## config.mk

```make
export PLATFORM = sky130hd
export DESIGN_NAME = power_gate_sequencer_flat
export DESIGN_NICKNAME = d
export VERILOG_FILES = /design/src/rtl/power_gate_sequencer_if.sv /design/src/rtl/power_gate_sequencer.sv /design/src/flat_wrapper.sv
export SDC_FILE = /design/constraint.sdc
export NUM_CORES = 1
export LEC_CHECK = 0
export ABC_AREA = 1
export BUFFER_PORTS_ARGS = -buffer_cell sky130_fd_sc_hd__buf_2
export CORE_AREA = 3 3 40 42
export CTS_CLUSTER_SIZE = 16
export DETAILED_ROUTE_END_ITERATION = 10
export DIE_AREA = 0 0 43 45
export GPL_TIMING_DRIVEN = 0
export PLACE_DENSITY = 0.7
export SYNTH_ARGS = -nofsm -noshare
export SYNTH_HDL_FRONTEND = slang
export SYNTH_SLANG_ARGS = --single-unit
```

## constraint.sdc

```tcl
create_clock -name clk -period 1.8 [get_ports clk]
set_clock_uncertainty 0.15 [all_clocks]
set_input_delay 0.18 -clock clk [delete_from_list [all_inputs] [get_ports clk]]
set_output_delay 0.18 -clock clk [all_outputs]
set_load 0.1 [all_outputs]
```

## src/rtl/power_gate_sequencer_if.sv

```systemverilog
// Handshake bundle between the power-gate sequencer, the switchable domain
// and the power switch. The sequencer sits on the master side.
interface power_gate_sequencer_if;

    logic       sleep_req;
    logic       wake_req;
    logic       pwr_ack;
    logic       err_clr;
    logic       save;
    logic       restore;
    logic       iso_en;
    logic       pwr_en;
    logic       err;
    logic [2:0] state_o;

    modport master (
        input  sleep_req,
        input  wake_req,
        input  pwr_ack,
        input  err_clr,
        output save,
        output restore,
        output iso_en,
        output pwr_en,
        output err,
        output state_o
    );

    modport slave (
        output sleep_req,
        output wake_req,
        output pwr_ack,
        output err_clr,
        input  save,
        input  restore,
        input  iso_en,
        input  pwr_en,
        input  err,
        input  state_o
    );

endinterface

```

## src/rtl/power_gate_sequencer.sv

```systemverilog
// Power-gate sequencer for one switchable domain: save, isolate, power off on
// sleep; power on, restore, de-isolate on wake. Moore outputs, sticky ack-timeout error.
module power_gate_sequencer #(
    parameter int ISO_CYC     = 2,
    parameter int ACK_TIMEOUT = 8
) (
    input  logic                          clk,
    input  logic                          rst,
    power_gate_sequencer_if.master        pg
);

    localparam int MAX_CYC = (ISO_CYC > ACK_TIMEOUT) ? ISO_CYC : ACK_TIMEOUT;
    localparam int CNT_W   = $clog2(MAX_CYC + 1);

    localparam logic [CNT_W-1:0] ISO_LAST = CNT_W'(ISO_CYC - 1);
    localparam logic [CNT_W-1:0] ACK_LAST = CNT_W'(ACK_TIMEOUT - 1);

    typedef enum logic [2:0] {
        ST_ON       = 3'd0,
        ST_SAVE     = 3'd1,
        ST_ISOLATE  = 3'd2,
        ST_PWR_DOWN = 3'd3,
        ST_OFF      = 3'd4,
        ST_PWR_UP   = 3'd5,
        ST_RESTORE  = 3'd6,
        ST_DEISO    = 3'd7
    } state_t;

    state_t           state_q;
    state_t           state_d;
    logic [CNT_W-1:0] cnt_q;
    logic             err_q;
    logic             timeout;
    logic             counting;

    always_ff @(posedge clk) begin
        if (rst) begin
            state_q <= ST_ON;
        end else begin
            state_q <= state_d;
        end
    end

    // An ack arriving in the timeout cycle takes the normal path, so the
    // ack test is placed ahead of the timeout test in both handshake states.
    always_comb begin
        state_d = state_q;
        timeout = 1'b0;
        case (state_q)
            ST_ON: begin
                if (pg.sleep_req) state_d = ST_SAVE;
            end
            ST_SAVE: begin
                state_d = ST_ISOLATE;
            end
            ST_ISOLATE: begin
                if (cnt_q == ISO_LAST) state_d = ST_PWR_DOWN;
            end
            ST_PWR_DOWN: begin
                if (!pg.pwr_ack) begin
                    state_d = ST_OFF;
                end else if (cnt_q == ACK_LAST) begin
                    timeout = 1'b1;
                    state_d = ST_PWR_UP;
                end
            end
            ST_OFF: begin
                if (pg.wake_req) state_d = ST_PWR_UP;
            end
            ST_PWR_UP: begin
                if (pg.pwr_ack) begin
                    state_d = ST_RESTORE;
                end else if (cnt_q == ACK_LAST) begin
                    timeout = 1'b1;
                    state_d = ST_OFF;
                end
            end
            ST_RESTORE: begin
                state_d = ST_DEISO;
            end
            ST_DEISO: begin
                if (cnt_q == ISO_LAST) state_d = ST_ON;
            end
            default: begin
                state_d = ST_ON;
            end
        endcase
    end

    always_comb begin
        counting = (state_q == ST_ISOLATE)  || (state_q == ST_PWR_DOWN) ||
                   (state_q == ST_PWR_UP)   || (state_q == ST_DEISO);
    end

    // Dwell counter restarts on every state change, so each timed state
    // always begins counting from zero.
    always_ff @(posedge clk) begin
        if (rst) begin
            cnt_q <= '0;
        end else if (state_d != state_q) begin
            cnt_q <= '0;
        end else if (counting) begin
            cnt_q <= cnt_q + 1'b1;
        end
    end

    // A timeout in the same cycle as err_clr must leave the flag set.
    always_ff @(posedge clk) begin
        if (rst) begin
            err_q <= 1'b0;
        end else if (timeout) begin
            err_q <= 1'b1;
        end else if (pg.err_clr) begin
            err_q <= 1'b0;
        end
    end

    always_comb begin
        pg.save    = 1'b0;
        pg.restore = 1'b0;
        pg.iso_en  = 1'b1;
        pg.pwr_en  = 1'b1;
        case (state_q)
            ST_ON: begin
                pg.iso_en = 1'b0;
            end
            ST_SAVE: begin
                pg.iso_en = 1'b0;
                pg.save   = 1'b1;
            end
            ST_PWR_DOWN, ST_OFF: begin
                pg.pwr_en = 1'b0;
            end
            ST_RESTORE: begin
                pg.restore = 1'b1;
            end
            default: begin
                pg.iso_en = 1'b1;
            end
        endcase
    end

    assign pg.err     = err_q;
    assign pg.state_o = state_q;

    a_save_restore_exclusive : assert property (
        @(posedge clk) disable iff (rst) !(pg.save && pg.restore));

    a_restore_powered_isolated : assert property (
        @(posedge clk) disable iff (rst) pg.restore |-> (pg.pwr_en && pg.iso_en));

    a_save_single_pulse : assert property (
        @(posedge clk) disable iff (rst) pg.save |=> !pg.save);

    a_restore_single_pulse : assert property (
        @(posedge clk) disable iff (rst) pg.restore |=> !pg.restore);

endmodule

```

## src/flat_wrapper.sv

```systemverilog
// flat-port wrapper written by rule: the top's interface ports become plain ports
module power_gate_sequencer_flat 
#(
    parameter int ISO_CYC     = 2,
    parameter int ACK_TIMEOUT = 8
)
  (clk, rst, pg_sleep_req, pg_wake_req, pg_pwr_ack, pg_err_clr, pg_save, pg_restore, pg_iso_en, pg_pwr_en, pg_err, pg_state_o);
  power_gate_sequencer_if pg_i ();
  input  logic clk;
  input  logic rst;
  input wire logic [$bits(pg_i.sleep_req)-1:0] pg_sleep_req;
  input wire logic [$bits(pg_i.wake_req)-1:0] pg_wake_req;
  input wire logic [$bits(pg_i.pwr_ack)-1:0] pg_pwr_ack;
  input wire logic [$bits(pg_i.err_clr)-1:0] pg_err_clr;
  output wire logic [$bits(pg_i.save)-1:0] pg_save;
  output wire logic [$bits(pg_i.restore)-1:0] pg_restore;
  output wire logic [$bits(pg_i.iso_en)-1:0] pg_iso_en;
  output wire logic [$bits(pg_i.pwr_en)-1:0] pg_pwr_en;
  output wire logic [$bits(pg_i.err)-1:0] pg_err;
  output wire logic [$bits(pg_i.state_o)-1:0] pg_state_o;
  assign pg_i.sleep_req = pg_sleep_req;
  assign pg_i.wake_req = pg_wake_req;
  assign pg_i.pwr_ack = pg_pwr_ack;
  assign pg_i.err_clr = pg_err_clr;
  assign pg_save = pg_i.save;
  assign pg_restore = pg_i.restore;
  assign pg_iso_en = pg_i.iso_en;
  assign pg_pwr_en = pg_i.pwr_en;
  assign pg_err = pg_i.err;
  assign pg_state_o = pg_i.state_o;
  power_gate_sequencer #(.ISO_CYC(ISO_CYC), .ACK_TIMEOUT(ACK_TIMEOUT)) u_core (.clk(clk), .rst(rst), .pg(pg_i));
endmodule
```

== Word level (Yosys, flattened, before mapping) ==
Index checks and enable logic that the tools add are counted.

* $add $sub $neg: 1
* Multipliers: 0
* Div/mod/pow operators: 0
* $lt $le $gt $ge: 0
* Equality and inequality tests: 10
* Shifts and indexed selects: 0
* Multiplexer cells: 19
* Bitwise operators: 0
* Reduce and logical (&&, ||, !) cells: 8

{| class="wikitable"
|+ Operator list
! operator !! number
|-
| $mux 3 || 8
|-
| $pmux 3 s8 || 1
|-
| $eq 3x3->1 const B || 4
|-
| $mux 1 || 9
|-
| $eq 3x2->1 const B || 2
|-
| $reduce_or 2->1 || 3
|-
| $add 4x1->4 const B || 1
|-
| $eq 4x1->1 const B || 1
|-
| $eq 4x3->1 const B || 1
|-
| $eq 3x1->1 const B || 1
|-
| $logic_not 3->1 || 1
|-
| $logic_or 1x1->1 || 3
|-
| $ne 3x3->1 || 1
|-
| $pmux 1 s2 || 1
|-
| $reduce_bool 2->1 || 1
|}

* Register bits after elaboration: 8
* Latch bits: 0
* Bits in writable memories: 0
* ROM bits: 0
* Output and inout bits: 8
* Logic and storage cells: 41
* Memories: 0

== Depth between registers and ports, before layout ==
* Depth after elaboration: 6
* Depth in mapped cells: 11
* Mapped depth without buffers: 11

== Worst setup path after synthesis ==
OpenSTA, ideal clock, no wires.

* Path kind: register -> output
* Start: register u_core.state_q[0] (netlist: u_core.pg.state_o[0])
* End: output port pg_pwr_en
* Data arrival time: 2.808 ns
* Path slack: -1.338 ns
* Cell stages (with the launch flop): 4
* Buffers on the path: 1
* Path through: dfxtp_1 buf_6 nor2_1 a21oi_1

* Longest elaborated chain between the ends: 3

{| class="wikitable"
|+ Ends and longest elaborated chain
! item !! RTL line !! text
|-
| start, declared || power_gate_sequencer.sv:29 || <nowiki>state_t state_q;</nowiki>
|-
| start signal, assigned || power_gate_sequencer.sv:40 || <nowiki>state_q <= state_d;</nowiki>
|-
| $eq 3x3->1 or $eq 3x2->1 (tied branches) || power_gate_sequencer.sv:123 || <nowiki>case (state_q)</nowiki>
|-
| $reduce_or 2->1 * || power_gate_sequencer.sv:123 ||
|-
| $mux 1 * || power_gate_sequencer.sv:123 ||
|-
| end, declared || flat_wrapper.sv:18 || <nowiki>output wire logic [$bits(pg_i.pwr_en)-1:0] pg_pwr_en;</nowiki>
|}

Every way passes the cells marked *; elsewhere a longest branch is shown, timed or not.

== Final worst setup path ==
Same ends and word-level chain as after synthesis.

==> metrics.txt <==
# TYPE chip_impl_metric gauge
chip_impl_metric{name="grt_start_max_net_pins",unit=""} 11
chip_impl_metric{name="drv_cap",unit=""} 0
chip_impl_info{name="run_status",value="complete, no violations"} 1
chip_impl_metric{name="floorplan.rows",unit=""} 13
chip_impl_metric{name="track_usage",unit="%"} 14.0
chip_impl_metric{name="clkTransAtPathRegs",unit="ns"} 0.05
chip_impl_metric{name="detail_route.wl_per_cell",unit="microns"} 9.67
chip_impl_metric{name="cts_num_sinks",unit=""} 8
chip_impl_metric{name="gpl.final_weighted_congestion",unit=""} 0.854
chip_impl_metric{name="timing_worst_slew_pin_value",unit="ns"} 0.485
chip_impl_metric{name="sequential_area",unit="sq um"} 165
chip_impl_metric{name="power.share.combinational",unit="%"} 39.2
chip_impl_metric{name="chipHeight",unit="microns"} 45
chip_impl_metric{name="clockBufferDepth",unit=""} 2
chip_impl_metric{name="fp.dieW",unit="microns"} 43
chip_impl_metric{name="place.detailed.hpwl",unit="microns"} 1000
chip_impl_metric{name="cp_max_fo",unit=""} 10
chip_impl_metric{name="synth.distinct_cells",unit=""} 18
chip_impl_metric{name="design.die.area",unit="sq um"} 1940
chip_impl_metric{name="vias_in_the_first_global_route",unit=""} 494
chip_impl_info{name="timing.critical_path.cells",value="buf_6 -> nor2_1 -> a21oi_4 -> buf_2"} 1
chip_impl_metric{name="syn2layout_area_growth",unit="%"} 24.3
chip_impl_metric{name="drive_gt1_share",unit="%"} 30.8
chip_impl_metric{name="drt_drc_violations_left",unit=""} 0
chip_impl_metric{name="drtIter0Drc",unit=""} 18
chip_impl_metric{name="layout_worst_path_cycle_share",unit="%"} 94.9
chip_impl_metric{name="first_pass_grt_wire_length",unit="microns"} 1990
chip_impl_info{name="crit_path_top_delay_cell",value="buf_2"} 1
chip_impl_metric{name="finalSetupViolCount",unit=""} 0
chip_impl_metric{name="port-buffer-count",unit=""} 13
chip_impl_metric{name="mappedNetlistArea",unit="sq um"} 622
chip_impl_metric{name="drt_pre_antenna_iters",unit=""} 4
chip_impl_metric{name="synth_seq_area_share",unit="%"} 25.8
chip_impl_metric{name="top_level_ports",unit=""} 14
chip_impl_metric{name="post_drt_via_cell_ratio",unit=""} 4.78
chip_impl_metric{name="post-route-worst-setup-slack",unit="ns"} 0.0911
chip_impl_metric{name="multi_input_area",unit="sq um"} 395
chip_impl_metric{name="cts-htree-levels",unit=""} 1
chip_impl_metric{name="number_of_antenna_repair_diodes",unit=""} 0
chip_impl_metric{name="postSynthAreaPerCell",unit="sq um"} 6.22
chip_impl_metric{name="cp.arrival",unit="ns"} 1.38
chip_impl_metric{name="max_freq",unit="MHz"} 585
chip_impl_metric{name="net-switching-power",unit="mW"} 0.225
chip_impl_metric{name="p_int",unit="mW"} 0.312
chip_impl_metric{name="synthesis.yosys.warnings",unit=""} 0
chip_impl_metric{name="initial_antenna_violation_count",unit=""} 0
chip_impl_metric{name="clockPowerShare",unit="%"} 24.3
chip_impl_metric{name="cellLeakagePower",unit="nW"} 0.395
chip_impl_metric{name="required_time_reported_for_the_critical_path_endpoint",unit="ns"} 1.47
chip_impl_info{name="most-common-layout-cells",value="20 x nand2_1, 20 x nor2_1, 14 x inv_1"} 1
chip_impl_info{name="cts-root-buf",value="clkbuf_4"} 1
chip_impl_metric{name="total_routed_length",unit="microns"} 1280
chip_impl_metric{name="placement.setup.worst_slack",unit="ns"} 0.167
chip_impl_metric{name="nFillCells",unit=""} 122
chip_impl_metric{name="power-per-cell-area",unit="nW/um^2"} 695
chip_impl_metric{name="detail-route-antenna-nets",unit=""} 0
chip_impl_metric{name="worst_slew_margin_rel",unit="%"} 67.9
chip_impl_metric{name="min_period",unit="ns"} 1.71
chip_impl_metric{name="power.ir.vdd_worst",unit="mV"} 0.404
chip_impl_metric{name="finalNetCount",unit=""} 127
chip_impl_metric{name="synth.ff_latch_count",unit=""} 8
chip_impl_metric{name="synthesis.instances",unit=""} 100
chip_impl_metric{name="floorplan.core_area",unit="sq um"} 1280
chip_impl_metric{name="detailroute.via_count",unit=""} 631
chip_impl_info{name="type_of_element_capturing_the_critical_path",value="output port"} 1
chip_impl_info{name="cts_tree",value="yes"} 1
chip_impl_metric{name="drv_slew",unit=""} 0
chip_impl_info{name="holdCritPathClass",value="in2reg"} 1
chip_impl_info{name="worst_setup_path_start_kind",value="register"} 1
chip_impl_metric{name="critPathMaxStageDelay",unit="ns"} 0.43
chip_impl_metric{name="overflow",unit=""} 0
chip_impl_info{name="critPathKind",value="reg2out"} 1
chip_impl_metric{name="power.share.sequential",unit="%"} 36.5
chip_impl_metric{name="switching_share",unit="%"} 41.9
chip_impl_metric{name="start_util",unit="%"} 48.4
chip_impl_metric{name="cts_buffers",unit=""} 3
chip_impl_metric{name="hold_slack",unit="ns"} 0.0183
chip_impl_metric{name="hold_violation_total_from_the_final_report",unit=""} 0
chip_impl_metric{name="clk-insertion-delay-late",unit="ns"} 0.25
chip_impl_metric{name="synthesis.nets",unit=""} 108
chip_impl_metric{name="post-cts-setup-buffers",unit=""} 0
## cell type report
class / instances / area share [%]
flip-flops and latches: 8 / 21.4
repair buffers: 14 / 9.71
plain buffers: 2 / 2.91
clock buffers: 3 / 2.91
well taps: 15 / 2.43
multi-input cells: 72 / 51.1
inverters: 18 / 9.55
## metrics by stage
step,TNS [ns],utilization [%],cell area (sq um),instances,power [mW]
after floorplan,-0.0972,-,651,100,0.374
after global placement,0,57.2,734,128,0.407
after detailed placement,0,57.2,734,128,0.407
after CTS,0,59.7,767,132,0.544
after global routing,-0.00738,60.2,773,132,0.567
final,0,60.2,773,132,0.537
## path summary, 6_finish.rpt
kind,end,depth (start not counted),start,slack (ns)
worst max-delay path,pg_pwr_en,4,u_core.pg.state_o[0],0.09
worst min-delay path,u_core.pg.err,4,pg_err_clr,0.02
worst max register to register,u_core.cnt_q[2],11,u_core.cnt_q[1],0.17
worst min register to register,u_core.pg.err,2,u_core.pg.err,0.31
## flip-flops by register name (all words and copies together), names as in the netlist
name               count
u_core.cnt_q           4
u_core.pg.err          1
u_core.pg.state_o      3
## power groups by stage
stage | clock, mW | sequential (mW) | combinational (mW)
2_1_floorplan | 0 | 0.237 | 0.137
3_3_place_gp | 0 | 0.199 | 0.208
3_5_place_dp | 0 | 0.199 | 0.208
4_1_cts | 0.138 | 0.196 | 0.210
5_1_grt | 0.145 | 0.198 | 0.224
6_report | 0.130 | 0.196 | 0.211
## logic make-up after synthesis
kind of cell	Yosys count	share of synthesized area, %
buf+inv	20	14.9
simple gates	56	39.6
flops	8	25.8
compound gates	10	9.86
mux	1	1.61
xor+xnor	3	4.23
fa+ha+maj	2	4.02
## repair_timing
item                                    CTS  global route
hold buffers                              1             0
endpoints found under the setup margin    0             4
hold endpoints to repair                  3             0
gates resized for setup                   0             2
## synthesized netlist by cell type
cell type | n | share of area (%)
nor2_2 | 1 | 1.0
nand3_1 | 8 | 6.4
ha_1 | 2 | 4.0
inv_1 | 15 | 9.1
a21oi_1 | 4 | 3.2
a21oi_2 | 2 | 2.8
o21ai_0 | 3 | 2.4
xor2_1 | 3 | 4.2
inv_4 | 1 | 1.0
nand2_1 | 21 | 13
inv_2 | 2 | 1.2
dfxtp_1 | 8 | 26
mux2i_1 | 1 | 1.6
nor2_1 | 21 | 13
nand4_1 | 2 | 2.0
o21ai_2 | 1 | 1.4
nand3_2 | 3 | 4.8
buf_6 | 2 | 3.6
## metal layers
layer  vias to the layer above  track usage (%)  routed length [microns]
li1                        343                -                        -
met1                       265             18.6                      620
met2                        18             19.8                      546
met3                         5             1.59                       68
met4                         0             12.7                       42
met5                         -                0                        0
## worst max-delay path, delay by kind of cell, from the launching register on
kind / cells / cell delay [ns]
buffers and inverters: 2 / 0.58
DFF: 1 / 0.35
and+or+nand+nor: 1 / 0.09
AOI/OAI and AO/OA: 1 / 0.11
Note: power is estimated with default switching activity, not from simulation.
